### src/rtl/mem_stage_pkg.sv
// Shared opcode constants and state encoding for the memory stage.
package mem_stage_pkg;

  localparam logic [4:0] OP_SW = 5'b00111;
  localparam logic [4:0] OP_LW = 5'b01000;

  typedef enum logic [1:0] {
    IDLE,
    RD,
    WR
  } state_t;

endpackage

### src/rtl/sat_counter.sv
// Up-counter with synchronous clear that sticks at all-ones instead of wrapping.
module sat_counter #(
  parameter int W = 4
) (
  input  logic         clock,
  input  logic         reset_n,
  input  logic         clr,
  input  logic         inc,
  output logic [W-1:0] count
);

  always_ff @(posedge clock or negedge reset_n) begin
    if (!reset_n) begin
      count <= '0;
    end else if (clr) begin
      count <= '0;
    end else if (inc && (count != '1)) begin
      count <= count + W'(1);
    end
  end

endmodule

### src/rtl/mem_stage_hs.sv
// Memory stage: decodes lw/sw, runs a req/ack data-memory access with timeout,
// stalls the pipeline while busy and registers the MEM/WB beat.
//
// state | meaning
// IDLE  | accepting instructions; non-memory ops pass straight to WB
// RD    | load outstanding, waiting for dmem_ack or timeout
// WR    | store outstanding, waiting for dmem_ack or timeout
module mem_stage_hs
  import mem_stage_pkg::*;
#(
  parameter int DATA_W  = 32,
  parameter int ADDR_W  = 12,
  parameter int REG_W   = 5,
  parameter int TIMEOUT = 16,
  parameter int CNT_W   = 16
) (
  input  logic              clock,
  input  logic              reset_n,
  input  logic              in_valid,
  output logic              in_ready,
  input  logic [4:0]        opcode,
  input  logic [DATA_W-1:0] alu_result,
  input  logic [DATA_W-1:0] operand_b,
  input  logic [REG_W-1:0]  rd,
  output logic              dmem_req,
  output logic              dmem_wren,
  output logic [ADDR_W-1:0] dmem_addr,
  output logic [DATA_W-1:0] dmem_wdata,
  input  logic [DATA_W-1:0] dmem_rdata,
  input  logic              dmem_ack,
  output logic              wb_valid,
  output logic [DATA_W-1:0] wb_data,
  output logic [REG_W-1:0]  wb_rd,
  output logic              err,
  output logic [CNT_W-1:0]  stall_cnt
);

  localparam int TO_W = $clog2(TIMEOUT + 1);

  state_t           state;
  logic [REG_W-1:0] rd_q;
  logic [TO_W-1:0]  to_cnt;
  logic             accept_mem;
  logic             busy;
  logic             to_hit;

  assign busy       = (state != IDLE);
  assign accept_mem = (state == IDLE) && in_valid && in_ready &&
                      ((opcode == OP_LW) || (opcode == OP_SW));
  // to_cnt counts earlier ack-less cycles, so TIMEOUT-1 marks the last allowed one
  assign to_hit     = busy && !dmem_ack && (to_cnt == TO_W'(TIMEOUT - 1));

  sat_counter #(.W(TO_W)) u_timeout_cnt (
    .clock   (clock),
    .reset_n (reset_n),
    .clr     (accept_mem),
    .inc     (busy && !dmem_ack),
    .count   (to_cnt)
  );

  sat_counter #(.W(CNT_W)) u_stall_cnt (
    .clock   (clock),
    .reset_n (reset_n),
    .clr     (1'b0),
    .inc     (!in_ready),
    .count   (stall_cnt)
  );

  always_ff @(posedge clock or negedge reset_n) begin
    if (!reset_n) begin
      state      <= IDLE;
      in_ready   <= 1'b1;
      dmem_req   <= 1'b0;
      dmem_wren  <= 1'b0;
      dmem_addr  <= '0;
      dmem_wdata <= '0;
      wb_valid   <= 1'b0;
      wb_data    <= '0;
      wb_rd      <= '0;
      err        <= 1'b0;
      rd_q       <= '0;
    end else begin
      wb_valid <= 1'b0;
      case (state)
        IDLE: begin
          if (in_valid && in_ready) begin
            if (opcode == OP_LW) begin
              state     <= RD;
              in_ready  <= 1'b0;
              dmem_req  <= 1'b1;
              dmem_wren <= 1'b0;
              dmem_addr <= alu_result[ADDR_W-1:0];
              rd_q      <= rd;
            end else if (opcode == OP_SW) begin
              state      <= WR;
              in_ready   <= 1'b0;
              dmem_req   <= 1'b1;
              dmem_wren  <= 1'b1;
              dmem_addr  <= alu_result[ADDR_W-1:0];
              dmem_wdata <= operand_b;
            end else begin
              wb_valid <= 1'b1;
              wb_data  <= alu_result;
              wb_rd    <= rd;
            end
          end
        end
        RD, WR: begin
          if (dmem_ack || to_hit) begin
            state     <= IDLE;
            in_ready  <= 1'b1;
            dmem_req  <= 1'b0;
            dmem_wren <= 1'b0;
          end
          // ack takes priority over a timeout landing in the same cycle
          if (dmem_ack) begin
            if (state == RD) begin
              wb_valid <= 1'b1;
              wb_data  <= dmem_rdata;
              wb_rd    <= rd_q;
            end
          end else if (to_hit) begin
            err <= 1'b1;
          end
        end
        default: begin
          state    <= IDLE;
          in_ready <= 1'b1;
          dmem_req <= 1'b0;
        end
      endcase
    end
  end

endmodule
### config.mk
export PLATFORM = sky130hd
export DESIGN_NAME = mem_stage_hs
export DESIGN_NICKNAME = d
export VERILOG_FILES = /design/src/rtl/mem_stage_pkg.sv /design/src/rtl/sat_counter.sv /design/src/rtl/mem_stage_hs.sv
export SDC_FILE = /design/constraint.sdc
export NUM_CORES = 1
export LEC_CHECK = 0
export CORE_MARGIN = 3
export CORE_UTILIZATION = 63
export CTS_CLUSTER_DIAMETER = 200
export DETAILED_ROUTE_END_ITERATION = 16
export DONT_BUFFER_PORTS = 1
export PLACE_DENSITY = 0.78
export SLEW_MARGIN = 5
export SYNTH_ARGS = -nofsm -noshare
export SYNTH_HDL_FRONTEND = slang
export SYNTH_HIERARCHICAL = 1
export SYNTH_SLANG_ARGS = --single-unit
### constraint.sdc
create_clock -name clock -period 3 [get_ports clock]
set_input_delay 0.45 -clock clock [delete_from_list [all_inputs] [get_ports clock]]
set_output_delay 0.45 -clock clock [all_outputs]
set_load 0.02 [all_outputs]
==> results.ini, run 1 <==
[status]
status=finished, final reports clean

[routing]
wl_per_cell_microns=20.8
routed_via_density=6.19
first_pass_iters=4
antenna_left=0
route.detailed.drc=0
drt-total-wl_mm=10.8
drt_iter0_markers=102
vias=3211

[die]
coreArea_sq_um=8300
pin_count=212
rows=33
initial_core_util_pct=65.2
fp.dieH_microns=98.7
die-area_sq_um=9740
fp.dieW_microns=98.7

[critical_path]
crit_arrival_ns=2.64
rr_endpoint=dmem_wdata[23]
required_ns=3.37
setup.worst_path.start_class=register
r2r_slack_ns=0.73
timing.rr.start=state[0]
crit_path_end_kind=register
worstSetupPathType=register to register
path_max_fanout=32
worstRegToRegCells=6

[timing]
tns_ns=0
hold_viol_final=0
finalSetupViolCount=0
slew_headroom_pct=62.8
min_period_over_period_pct=75.6
fin_skew_ns=0.00825
tightest_slew_ns=0.559
timing.fmax_ghz=0.441
slew_violations=0
worst_slack_ns=0.732
rsz0062_at_grt=false
finalCriticalPeriod_ns=2.27

[yosys]
synth_edf_count=0
synth_top_area_cell=dfrtp_1
synth.avg_cell_area_sq_um=13.8
synth_most_common_cell=dfrtp_1
yosys_warnings=6
synthFlopType=dfrtp_1
syn-instance-count=393
yosys-top-cells-count=113 x dfrtp_1, 84 x mux2_2, 30 x mux2_4
synthArstFlopShare_pct=100
yosysTopAreaCellShare_pct=52.2
ys_ff_latch=114
synth_area_leaders=dfrtp_1 52%, mux2_2 17%, mux2_4 8.3%, mux2_1 2.9%, ha_1 1.6%
yosysUniqueCellTypes=51
synth_area_sq_um=5410
seq_area_frac_synth_pct=52.7

[clock_network]
tritoncts=done
cts_root_buf=clkbuf_8
post_cts_buffers=0
hold_buffers=2
cts_sinks=114
clk_latency_ns=0.50
clkSlewWorstSetupHoldPaths_ns=0.06
numCtsBuffers=17
cts_resized=0
cts_buffer_depth=2
htree_levels=4

[pwr]
vdd_ir_drop_max_uv=825
p_leak_nw=2.74
power_density_nw_per_um2=1090

[placement]
portBuffers=0
pre_cts_slack_ns=0.751
gp_congestion=0.742
hpwlAfterDp_mm=7.43

[cells_and_area]
antenna_cells=0
nFillCells=535
drive_above_1_share_pct=40.6
seq_area_sq_um=2850
multi_input_area_sq_um=2420
area_growth_pct=12.9
num-nets-final=519

[hold_path]
hp-class=input pin to register
worstHoldStart=alu_result[2]
hold_end=dmem_addr[2]
hold_depth=1

[global_routing]
grt_max_degree=115
grt_usage_pct=22.7
grt_pass1_wl_mm=17.3
grt-ovfl-total=0
grt_pass1_vias=3349
antenna_found_initial=0

[flow_run]
cap_viol_max_count=0

## per-stage QoR
step	utilization, %	hold WS [ns]	instance area, sq um	total power [mW]	std cells
floorplan	-	0.154	5420	4.40	394
global placement	66.2	0.157	5490	4.64	486
detailed placement	66.2	0.157	5490	4.72	486
CTS	73.6	0.0610	6110	6.75	519
global route	73.6	0.0588	6110	7.00	519
finish	73.6	0.0831	6110	6.68	519
## state kept, by name (all words and copies together) (netlist names)
| name | count |
|---|---|
| dmem_wren | 1 |
| wb_valid | 1 |
| err | 1 |
| wb_data | 32 |
| wb_rd | 5 |
| state | 2 |
| rd_q | 5 |
| dmem_wdata | 32 |
| u_stall_cnt/count | 16 |
| dmem_req | 1 |
| u_timeout_cnt/count | 5 |
| dmem_addr | 12 |
| in_ready | 1 |
## where the power goes
part	switching (mW)	internal (mW)	total (mW)
registers	0.913	2.03	2.94
logic	0.698	1.09	1.79
clock network	0.692	1.26	1.95
## worst max path at each step
stage             start             end
5_1_grt        state[0]  dmem_wdata[29]
3_3_place_gp   state[0]   dmem_wdata[3]
3_5_place_dp   state[0]  dmem_wdata[17]
2_1_floorplan  state[0]      wb_data[2]
4_1_cts        state[0]  dmem_wdata[17]
6_report       state[0]  dmem_wdata[23]
## cell families (layout without fill, tap and decap cells)
logic type | after synthesis | count (layout) | synth area share (%)
buf+inv | 27 | 47 | 2.68
flops | 114 | 114 | 52.7
compound gates | 38 | 38 | 4.88
simple gates | 73 | 73 | 8.46
fa+ha+maj | 7 | 7 | 1.62
xor+xnor | 2 | 2 | 0.324
other cells | 1 | 2 | 0.0693
mux | 131 | 131 | 29.3
## area by class of cell
type / count / area share (%)
inverters: 9 / 0.553
clock buffers: 18 / 6.84
flip-flops and latches: 114 / 46.7
well taps: 105 / 2.15
clock inverters: 13 / 2.66
repair buffers: 7 / 1.43
multi-input cells: 253 / 39.7
## per-layer routing
layer	vias to the layer above	routed length (microns)	global-route usage, %
met4	0	126	7.56
li1	1457	-	-
met2	149	5500	37.4
met3	11	1000	9.13
met1	1594	4190	27.3
met5	-	0	0
## placed cells by master (no fill, tap or decap), types with 7 or more instances in the layout
cell type,Yosys,final
dfrtp_1,113,113
mux2_2,84,84
mux2_4,30,30
clkbuf_16,0,16
mux2_1,14,14
a21oi_1,13,13
nor2_1,11,11
inv_1,9,9
nand2_1,9,9
nand4_1,7,7
ha_1,7,7
o31ai_1,7,7
## critical path: stages, from the launching register on
cell and delay (ns):
dfrtp_1 0.40, inv_1 0.11, ha_1 0.37, nand3_1 0.31
nor3_2 0.17, buf_4 0.38, mux2_2 0.39
Power figures use the tool's default switching activity.
==> run 2, diff against run 1 <==
Clock period 3 ns to 2.1 ns, I/O delays scaled along.
==> results.ini, run 2 (synthesis results as in run 1) <==
[status]
status=finished, violations left
violations=hold timing

[routing]
drt-total-wl_mm=12.7
route.detailed.drc=0
vias=3524
wl_per_cell_microns=21.6
drt_iter0_markers=128
first_pass_iters=4
routed_via_density=5.97
antenna_left=0

[die]
pin_count=212
die-area_sq_um=9740
fp.dieH_microns=98.7
initial_core_util_pct=65.2
rows=33
coreArea_sq_um=8300
fp.dieW_microns=98.7

[pwr]
power_density_nw_per_um2=1460
p_leak_nw=3.08
vdd_ir_drop_max_uv=1080

[cells_and_area]
num-nets-final=589
drive_above_1_share_pct=39.6
mostFrequentLayoutCell=dfrtp_1
antenna_cells=0
finalInstanceArea_sq_um=6790
reg_top3=dmem_wdata x32, wb_data x32, u_stall_cnt/count x16
area_growth_pct=25.3
nFillCells=462
final_cell_mix=113 x dfrtp_1, 84 x mux2_2, 49 x dlygate4sd3_1

[timing]
tns_ns=0
min_period_over_period_pct=96.9
slew_headroom_pct=60.4
hold_viol_final=114
finalCriticalPeriod_ns=2.03
fin_skew_ns=0.00795
finalSetupViolCount=0
worst_slack_ns=0.0659
hold-worst-slack_ns=-0.488
slew_violations=0
tightest_slew_ns=0.593
timing.fmax_ghz=0.492

[placement]
detailed_place.area_sq_um=5670
gp_congestion=0.781
portBuffers=0
hpwlAfterDp_mm=8.18
pre_cts_slack_ns=-0.00896

[critical_path]
setup.worst_path.start_class=register
crit_path_end_kind=register
crit_start=state[0]
rr_endpoint=wb_data[15]
r2r_slack_ns=0.07
worstRegToRegCells=8
worstSetupPathType=register to register
crit_arrival_ns=2.41
timing.rr.start=state[0]
required_ns=2.48
path_max_fanout=16

[clock_network]
cts_root_buf=clkbuf_8
clk_latency_ns=0.50
cts_sinks=114
htree_levels=4
tritoncts=done
clkSlewWorstSetupHoldPaths_ns=0.06
hold_buffers=49
numCtsBuffers=17
cts_buffer_depth=2
cts_resized=0

[flow_run]
cap_viol_max_count=0

[global_routing]
antenna_found_initial=0
grt_max_degree=115
grt_pass1_vias=3840
grt_pass1_wl_mm=19.9
grt_usage_pct=26.1
grt-ovfl-total=0

[hold_path]
hp-class=input pin to async pin

[run 2: cell count changes in the layout (fill, tap and decap cells not counted)]
cell           previous run  this run
buf_12                    1         4
inv_6                     1         0
clkbuf_1                  1         0
clkinv_2                  2         5
clkinvlp_4                6         3
clkinv_4                  1         3
dlygate4sd3_1             1        49
buf_16                    1         0
buf_4                     4        24
clkbuf_8                  1         2
[run 2: per-layer routing]
layer | routed length, microns | share of wire [%] | up-vias | global-route usage [%]
met3 | 1190 | 9.4 | 14 | 9.70
li1 | - | - | 1601 | -
met5 | 0 | 0 | - | 0
met2 | 6650 | 52 | 176 | 44.8
met1 | 4730 | 37 | 1733 | 30.7
met4 | 155 | 1.2 | 0 | 7.98
[run 2: how the worst max path moves through the flow]
stage	end	slack (ns)	cells after the start
final	wb_data[15]	0.07	8
after global routing	wb_data[15]	-0.0005	8
after CTS	wb_data[30]	0.02	7
after detailed placement	wb_data[30]	-0.009	7
after global placement	wb_data[30]	0.09	7
after floorplan	dmem_wdata[10]	0.04	7
[run 2: cell type report]
cell class                      count  area, sq um  area share [%]
Multi-Input combinational cell    253         2420            35.7
Tap cell                          105          131            1.94
Clock inverter                     14          164            2.42
Clock buffer                       18          428            6.31
Sequential cell                   114         2850            42.1
Inverter                            9         33.8           0.498
Timing Repair Buffer               77          751            11.1
[run 2: through the flow]
step | power [mW] | hold WS [ns] | util (%) | cells
floorplan | 6.29 | 0.0194 | - | 394
global placement | 6.78 | 0.0216 | 68.4 | 505
detailed placement | 6.93 | 0.0221 | 68.4 | 505
CTS | 9.87 | -0.505 | 81.4 | 586
global route | 10.3 | -0.519 | 81.8 | 590
finish | 9.91 | -0.488 | 81.8 | 590
[run 2: power breakdown]
group          internal (mW)  total [mW]  switching [mW]
clock                   1.83        2.84            1.01
sequential              2.90        4.20            1.30
combinational           1.79        2.87            1.08
total                   6.52        9.91            3.39
[run 2: critical path, cell delays in order, from the launching register on]
cell,delay [ns]
dfrtp_1,0.38
inv_1,0.09
ha_1,0.31
nand2b_1,0.12
nand4_1,0.16
o22ai_4,0.17
buf_4,0.17
buf_12,0.17
mux2_2,0.35
[run 2: repair_timing]
action,in CTS,in global routing
setup endpoints to repair,8,15
hold endpoints to repair,163,114
pin swaps,1,1
buffers inserted,0,4
==> run 3, diff against run 2 <==
Settings changed: CORE_UTILIZATION 63 to 47, DONT_BUFFER_PORTS 1 to unset, PLACE_DENSITY 0.78 to 0.84, SLEW_MARGIN 5 to 25.
Clock period 2.1 ns to 2.45 ns, I/O delays scaled along.
==> results.ini, run 3 (synthesis results as in run 1) <==
[global_routing]
grt_pass1_wl_mm=22.6
grt_max_degree=49
grt-ovfl-total=0
antenna_found_initial=0
grt_pass1_vias=4450
grt_usage_pct=22.5

[timing]
fin_skew_ns=0.0113
slew_headroom_pct=57.6
rsz0062_at_grt=false
finalSetupViolCount=0
tightest_slew_ns=0.635
tns_ns=0
finalCriticalPeriod_ns=2.07
timing.fmax_ghz=0.484
hold_viol_final=7
min_period_over_period_pct=84.4
hold-worst-slack_ns=-0.0154
slew_violations=0

[clock_network]
hold_buffers=0
htree_levels=4
clkSlewWorstSetupHoldPaths_ns=0.05
cts_resized=0
cts_sinks=114
numCtsBuffers=17
tritoncts=done
clk_latency_ns=0.40
cts_root_buf=clkbuf_16
post_cts_buffers=0
cts_buffer_depth=2

[flow_run]
cap_viol_max_count=0

[die]
die-area_sq_um=12800
rows=38
fp.dieW_microns=113
pin_count=212
initial_core_util_pct=49.1
fp.dieH_microns=113
coreArea_sq_um=11000

[routing]
drt_iter0_markers=257
drt-total-wl_mm=13.9
routed_via_density=5.36
vias=4126
highest_layer=met4
antenna_left=0
wl_per_cell_microns=18.1
wl_met3_mm=1.49
met1_length_mm=5.40
met2_length_mm=6.90
route.detailed.drc=0
first_pass_iters=4

[cells_and_area]
reg_top3=dmem_wdata x32, wb_data x32, u_stall_cnt/count x16
num-nets-final=734
mostFrequentLayoutCell=clkdlybuf4s50_1
final_cell_mix=210 x clkdlybuf4s50_1, 113 x dfrtp_1, 84 x mux2_2
area_growth_pct=54.7
antenna_cells=0
finalInstanceArea_sq_um=8370
utilization_pct=75.9
drive_above_1_share_pct=27.8

[pwr]
power_frac_seq_pct=29.5
internal_power_mw=6.65
p_sw_share_pct=31.2
power_density_nw_per_um2=1160
p_leak_nw=3.60
power.total_mw=9.67
p_sw_mw=3.02
vdd_ir_drop_max_uv=804
p_clk_share_pct=26.8
power_frac_comb_pct=43.7

[critical_path]
worstSetupPathType=register to register
crit_path_end_kind=register
crit_chain=inv_1, ha_2, nand3_1, nor3_2, buf_12, mux2_2
required_ns=2.72
slowest_stage=dfrtp_1
path_max_fanout=32
timing.rr.start=state[0]
setup.worst_path.start_class=register
crit_arrival_ns=2.34
cpPeakStageDelay_ns=0.39
crit_start=state[0]

[status]
status=finished, violations left
violations=hold timing

[placement]
gp_congestion=0.853
hpwlAfterDp_mm=10.1
detailed_place.area_sq_um=7740
portBuffers=211

[hold_path]
hp-class=input pin to async pin

## run 3: cell count changes in the layout (fill, tap and decap cells not counted), moves of 2 or more
cell,delta
dlygate4sd3_1,-49
clkbuf_1,+2
buf_4,-17
clkinv_4,-3
clkdlybuf4s50_1,+210
## run 3: power by group through the flow
stage / combinational (mW) / sequential [mW] / clock (mW)
finish: 4.23 / 2.86 / 2.59
global placement: 4.15 / 2.85 / 0
CTS: 4.27 / 2.86 / 2.64
detailed placement: 4.25 / 2.86 / 0
floorplan: 1.93 / 3.46 / 0
global route: 4.47 / 2.94 / 2.74
## run 3: stage by stage
step                worst slack (ns)  cells
global route                   0.283    770
detailed placement           0.00183    738
global placement              0.0343    738
finish                         0.383    770
floorplan                      0.293    394
CTS                            0.386    770
## run 3: cell type report
| type | instances | area [sq um] |
|---|---|---|
| Sequential cell | 114 | 2850 |
| Fill cell | 699 | 2660 |
| Multi-Input combinational cell | 253 | 2430 |
| Timing Repair Buffer | 222 | 2250 |
| Clock buffer | 22 | 474 |
| Tap cell | 140 | 175 |
| Clock inverter | 10 | 155 |
| Inverter | 9 | 33.8 |
## run 3: worst paths after layout
kind	endpoint	slack (ns)	cells past startpoint
max reg2reg	dmem_wdata[14]	0.38	6
max in group asynchronous	dmem_wdata[25]	1.71	2
min in group clock	err	0.49	1
min reg2reg	err	0.49	1
min	err	-0.02	1
max	dmem_wdata[14]	0.38	6
## run 3: critical path: cells and delay by family, from the launching register on
| family | cells | cell delay (ns) |
|---|---|---|
| simple gates | 2 | 0.49 |
| mux | 1 | 0.37 |
| fa+ha+maj | 1 | 0.31 |
| buf+inv | 2 | 0.36 |
| flops | 1 | 0.39 |
## run 3: routing by layer
layer	vias to the layer above	track usage (%)
met5	-	0
met1	2018	26.5
met2	198	37.7
met4	0	6.33
met3	10	9.52
li1	1900	-
